--- src/rtl/imm_pkg.sv ---
// Shared definitions for the pipelined immediate extender: format-select encodings.
// The struct carried per FIFO entry depends on XLEN/TAG_W and is declared in imm_extend_pipe.
package imm_pkg;

    localparam int IMM_SRC_W = 3;

    typedef enum logic [IMM_SRC_W-1:0] {
        IMM_I    = 3'b000,
        IMM_S    = 3'b001,
        IMM_B    = 3'b010,
        IMM_J    = 3'b011,
        IMM_U    = 3'b100,
        IMM_CSR  = 3'b101,
        IMM_RSV6 = 3'b110,
        IMM_RSV7 = 3'b111
    } imm_src_e;

endpackage

--- src/rtl/imm_decode.sv ---
// Combinational immediate decoder: rebuilds the I/S/B/J/U immediates and sign-extends to XLEN.
// Define IMM_EXTEND_ZICSR_EN to make select 101 return the zero-extended CSR uimm field.
module imm_decode
    import imm_pkg::*;
#(
    parameter int XLEN = 32
) (
    input  logic [24:0]           instr,
    input  logic [IMM_SRC_W-1:0]  imm_src,
    output logic [XLEN-1:0]       imm,
    output logic                  err
);

    // Re-index the incoming slice with its architectural bit numbers.
    logic [31:7] ins;
    logic [31:0] imm32;

    assign ins = instr;

    always_comb begin
        imm32 = '0;
        err   = 1'b0;
        case (imm_src_e'(imm_src))
            IMM_I:   imm32 = {{20{ins[31]}}, ins[31:20]};
            IMM_S:   imm32 = {{20{ins[31]}}, ins[31:25], ins[11:7]};
            IMM_B:   imm32 = {{19{ins[31]}}, ins[31], ins[7], ins[30:25], ins[11:8], 1'b0};
            IMM_J:   imm32 = {{11{ins[31]}}, ins[31], ins[19:12], ins[20], ins[30:21], 1'b0};
            IMM_U:   imm32 = {ins[31:12], 12'b0};
`ifdef IMM_EXTEND_ZICSR_EN
            IMM_CSR: imm32 = {27'b0, ins[19:15]};
`else
            IMM_CSR: err = 1'b1;
`endif
            default: err = 1'b1;
        endcase
    end

    // Every format is sign-extended from bit 31; the CSR uimm has bit 31 clear.
    assign imm = XLEN'($signed(imm32));

endmodule

--- src/rtl/imm_extend_pipe.sv ---
// Registered immediate extender: decodes on push and queues {imm, tag, err} in an in-order FIFO.
// Optional CSR uimm support is selected by IMM_EXTEND_ZICSR_EN (handled in imm_decode).
module imm_extend_pipe
    import imm_pkg::*;
#(
    parameter int XLEN  = 32,
    parameter int DEPTH = 2,
    parameter int TAG_W = 8
) (
    input  logic                  clk,
    input  logic                  rst,
    input  logic                  flush,
    input  logic                  in_valid,
    output logic                  in_ready,
    input  logic [24:0]           in_instr,
    input  logic [IMM_SRC_W-1:0]  in_imm_src,
    input  logic [TAG_W-1:0]      in_tag,
    output logic                  out_valid,
    input  logic                  out_ready,
    output logic [XLEN-1:0]       out_imm,
    output logic [TAG_W-1:0]      out_tag,
    output logic                  out_err
);

    localparam int PTR_W = (DEPTH > 1) ? $clog2(DEPTH) : 1;
    localparam int CNT_W = PTR_W + 1;

    typedef struct packed {
        logic [XLEN-1:0]  imm;
        logic [TAG_W-1:0] tag;
        logic             err;
    } imm_entry_t;

    logic [PTR_W-1:0] wptr_q, wptr_d;
    logic [PTR_W-1:0] rptr_q, rptr_d;
    logic [CNT_W-1:0] count_q, count_d;

    imm_entry_t       mem_q [DEPTH];
    imm_entry_t       wr_entry;
    imm_entry_t       head;

    logic [XLEN-1:0]  dec_imm;
    logic             dec_err;
    logic             push;
    logic             pop;

    imm_decode #(
        .XLEN (XLEN)
    ) u_decode (
        .instr   (in_instr),
        .imm_src (in_imm_src),
        .imm     (dec_imm),
        .err     (dec_err)
    );

    // A full FIFO refuses a push even when the head pops in the same cycle.
    assign in_ready  = (count_q != CNT_W'(DEPTH));
    assign out_valid = (count_q != '0);
    assign push      = in_valid && in_ready;
    assign pop       = out_valid && out_ready;

    always_comb begin
        wr_entry     = '0;
        wr_entry.imm = dec_imm;
        wr_entry.tag = in_tag;
        wr_entry.err = dec_err;
    end

    always_comb begin
        wptr_d  = wptr_q;
        rptr_d  = rptr_q;
        count_d = count_q;
        if (flush) begin
            wptr_d  = '0;
            rptr_d  = '0;
            count_d = '0;
        end else begin
            if (push) begin
                wptr_d = wptr_q + PTR_W'(1);
            end
            if (pop) begin
                rptr_d = rptr_q + PTR_W'(1);
            end
            case ({push, pop})
                2'b10:   count_d = count_q + CNT_W'(1);
                2'b01:   count_d = count_q - CNT_W'(1);
                default: count_d = count_q;
            endcase
        end
    end

    always_ff @(posedge clk) begin
        if (rst) begin
            wptr_q  <= '0;
            rptr_q  <= '0;
            count_q <= '0;
        end else begin
            wptr_q  <= wptr_d;
            rptr_q  <= rptr_d;
            count_q <= count_d;
        end
    end

    // Storage holds no reset; only writes that actually commit are let through.
    always_ff @(posedge clk) begin
        if (push && !flush && !rst) begin
            mem_q[wptr_q] <= wr_entry;
        end
    end

    assign head    = mem_q[rptr_q];
    assign out_imm = out_valid ? head.imm : '0;
    assign out_tag = out_valid ? head.tag : '0;
    assign out_err = out_valid ? head.err : 1'b0;

endmodule

--- config.mk ---
export PLATFORM = sky130hd
export DESIGN_NAME = imm_extend_pipe
export DESIGN_NICKNAME = d
export VERILOG_FILES = /design/src/rtl/imm_pkg.sv /design/src/rtl/imm_decode.sv /design/src/rtl/imm_extend_pipe.sv
export SDC_FILE = /design/constraint.sdc
export NUM_CORES = 1
export LEC_CHECK = 0
export ABC_AREA = 1
export CORE_MARGIN = 3
export CORE_UTILIZATION = 54
export CTS_CLUSTER_SIZE = 30
export DETAILED_ROUTE_END_ITERATION = 12
export PLACE_DENSITY = 0.85
export SKIP_LAST_GASP = 1
export SYNTH_ARGS = -nofsm -noshare
export SYNTH_HDL_FRONTEND = slang
export SYNTH_SLANG_ARGS = --single-unit
--- constraint.sdc ---
create_clock -name clk -period 6.1 [get_ports clk]
set_input_delay 0.61 -clock clk [delete_from_list [all_inputs] [get_ports clk]]
set_output_delay 0.61 -clock clk [all_outputs]
set_load 0.01 [all_outputs]
==> results.yml <==
place:
  post-dp-hpwl_um: 4840
  dp_slack_ns: 3.22
  io_buffers: 83
  dpl_cell_area_mm2: 0.00456
  place.gp.congestion: 0.798
worst_setup_path:
  worstSetupEndpointType: "primary output"
  reg2reg_depth: 8
  reg2reg_slack_ns: 3.94
  rr_endpoint: "count_q[1]"
  worst_setup_path_start_kind: "register"
  crit_required_ns: 5.49
  r2r_start: "count_q[1]"
  cp.arrival_ns: 2.56
  critPathMaxFanout: 42
  path_class: "register to primary output"
pwr:
  leakagePower_uw: 0.00178
  power_density_mw_per_mm2: 254
  irDropWorstVdd_v: 0.000162
worst_hold_path:
  hp-start: "wptr_q"
  hold_end: "wptr_q"
  worstHoldPathCells: 2
  hold_path.class: "register to register"
sta:
  max_slew_margin_pct: 20.5
  hold_viol_final: 0
  max_freq_mhz: 316
  timing.final.crit_share_pct: 51.9
  setup-tns-final_ns: 0
  fin_crit_ns: 3.17
  setup_ws_ns: 2.93
  setup_viol: 0
  worst_slew_pin_slew_ns: 1.19
  clock_skew_ns: 0.00857
  rsz0062_at_grt: "false"
  drv_slew: 0
clocking:
  cts_tree: "yes"
  cts-resized-gates: 0
  clock-sinks: 87
  clk_latency_ns: 0.35
  path_clk_slew_ns: 0.08
  cts_htree_levels: 3
  root_buffer: "clkbuf_8"
  cts_buffer_depth: 2
  cts_made_buffers: 9
  post-cts-setup-buffers: 0
  postCtsHoldBufs: 0
yosys:
  synth_flop_cell: "edfxtp_1"
  netlist-cell-type-count: 25
  synth_top_family_by_area: "simple AND/OR/NAND/NOR gates"
  synth-simple-area-share_pct: 18.0
  syn_area_mm2: 0.00370
  synth.cells.most_frequent: "nand2_1, edfxtp_1, a21oi_1"
  synthXorXnorAreaFrac_pct: 0
  muxShareOfSynthArea_pct: 0
  ys_seq_elements: 87
  netlist_instances: 340
  syn_area_per_cell_um2: 10.9
  synth_top_area_cell: "edfxtp_1"
  synth_edf_count: 82
  synthArstFlopShare_pct: 0
  synth_compound_area_share_pct: 7.71
  ys_warn_count: 0
  ys_seq_area_share_pct: 69.2
  synth_area_leaders: "edfxtp_1, nand2_1, a21oi_1"
  synth_fa_ha_area_share_pct: 0.338
  yosys.area.top_type_share_pct: 66.5
  yosysMostFrequentCell: "nand2_1"
  synth_nets: 382
floorplanning:
  dieArea_mm2: 0.00789
  die-width_um: 88.8
  coreArea_mm2: 0.00649
  io_pins: 84
  die_h_um: 88.8
  fp-row-count: 29
  start_util_pct: 57.0
global_routing:
  grt_max_degree: 44
  grt_pass1_vias: 2595
  track_usage_pct: 20.1
  overflow: 0
  grt_pass1_wl_um: 11800
  antenna_found_initial: 0
route:
  vias_per_cell: 5.25
  antenna_left: 0
  wl_per_cell_um: 15.1
  firstDrtPassIters: 4
  vias: 2628
  drt_iter0_markers: 212
  routed_wirelength_um: 7550
  drc_errors: 0
finish:
  drive_gt1_share_pct: 6.84
  diodes: 0
  final_nets: 462
  syn_to_final_growth_pct: 28.7
  final_area_mm2: 0.00476
run:
  drv_cap: 0
run_status:
  outcome: "finished, final reports clean"
[worst max-delay path, stage by stage (launching register included)]
cell	delay (ns)
dfxtp_2	0.85
inv_2	0.51
nand2_1	0.16
a21oi_1	0.11
clkdlybuf4s50_1	0.55
[logic make-up after synthesis]
kind of cell | count (synthesis)
compound gates | 54
fa+ha+maj | 1
simple gates | 161
flops | 87
buf+inv | 37
[cell type report]
type,instances,area (µm²)
Timing Repair Buffer,84,838
Clock inverter,6,76.3
Inverter,22,82.6
Clock buffer,9,124
Tap cell,77,96.3
Multi-Input combinational cell,216,983
Sequential cell,87,2560
Fill cell,461,1730
[metal layers]
metal / track usage [%] / up-vias / wire [µm]
li1: - / 1305 / -
met1: 24.4 / 1231 / 3170
met2: 34.7 / 79 / 3890
met3: 2.70 / 13 / 346
met4: 10.9 / 0 / 153
met5: 0 / - / 0
[per-stage QoR]
stage	power, µW	utilization, %	instances	hold WS, ns
after floorplan	745	-	340	0.453
after global placement	809	70.3	486	0.468
after detailed placement	814	70.3	486	0.472
after CTS	1220	73.4	501	0.485
after global routing	1250	73.4	501	0.519
final	1210	73.4	501	0.480
[power breakdown]
part / total (µW) / internal [µW] / switching (µW)
Sequential: 673 / 668 / 5.25
Combinational: 127 / 59.8 / 66.8
Clock: 410 / 224 / 187
Total: 1210 / 951 / 259
[sequential cells by signal, summed over array words and instances (netlist names), named ones only]
| name | cells |
|---|---|
| wptr_q | 1 |
| mem_q | 82 |
| count_q | 2 |
| rptr_q | 1 |
[worst max path at each step]
stage	from	to	slack, ns
finish	register	out_imm[29]	2.93
global route	register	out_imm[27]	2.75
CTS	register	out_imm[31]	2.91
detailed placement	flush	mem_q[0][24]	3.22
global placement	flush	mem_q[0][24]	3.30
floorplan	flush	mem_q[1][0]	1.85
[placed cells by master (no fill, tap or decap), types with 2 or more instances in the layout]
cell type / n
nand2_1: 130
nand4_1: 2
dfxtp_1: 4
bufinv_16: 2
clkinv_1: 3
clkdlybuf4s50_1: 83
nor2_1: 17
inv_2: 4
clkbuf_8: 9
nor2_4: 4
edfxtp_1: 82
a21oi_1: 42
inv_1: 18
o21ai_0: 8
nand2_4: 2
nand3_1: 2
No activity file was read; power rests on OpenSTA's default activity.
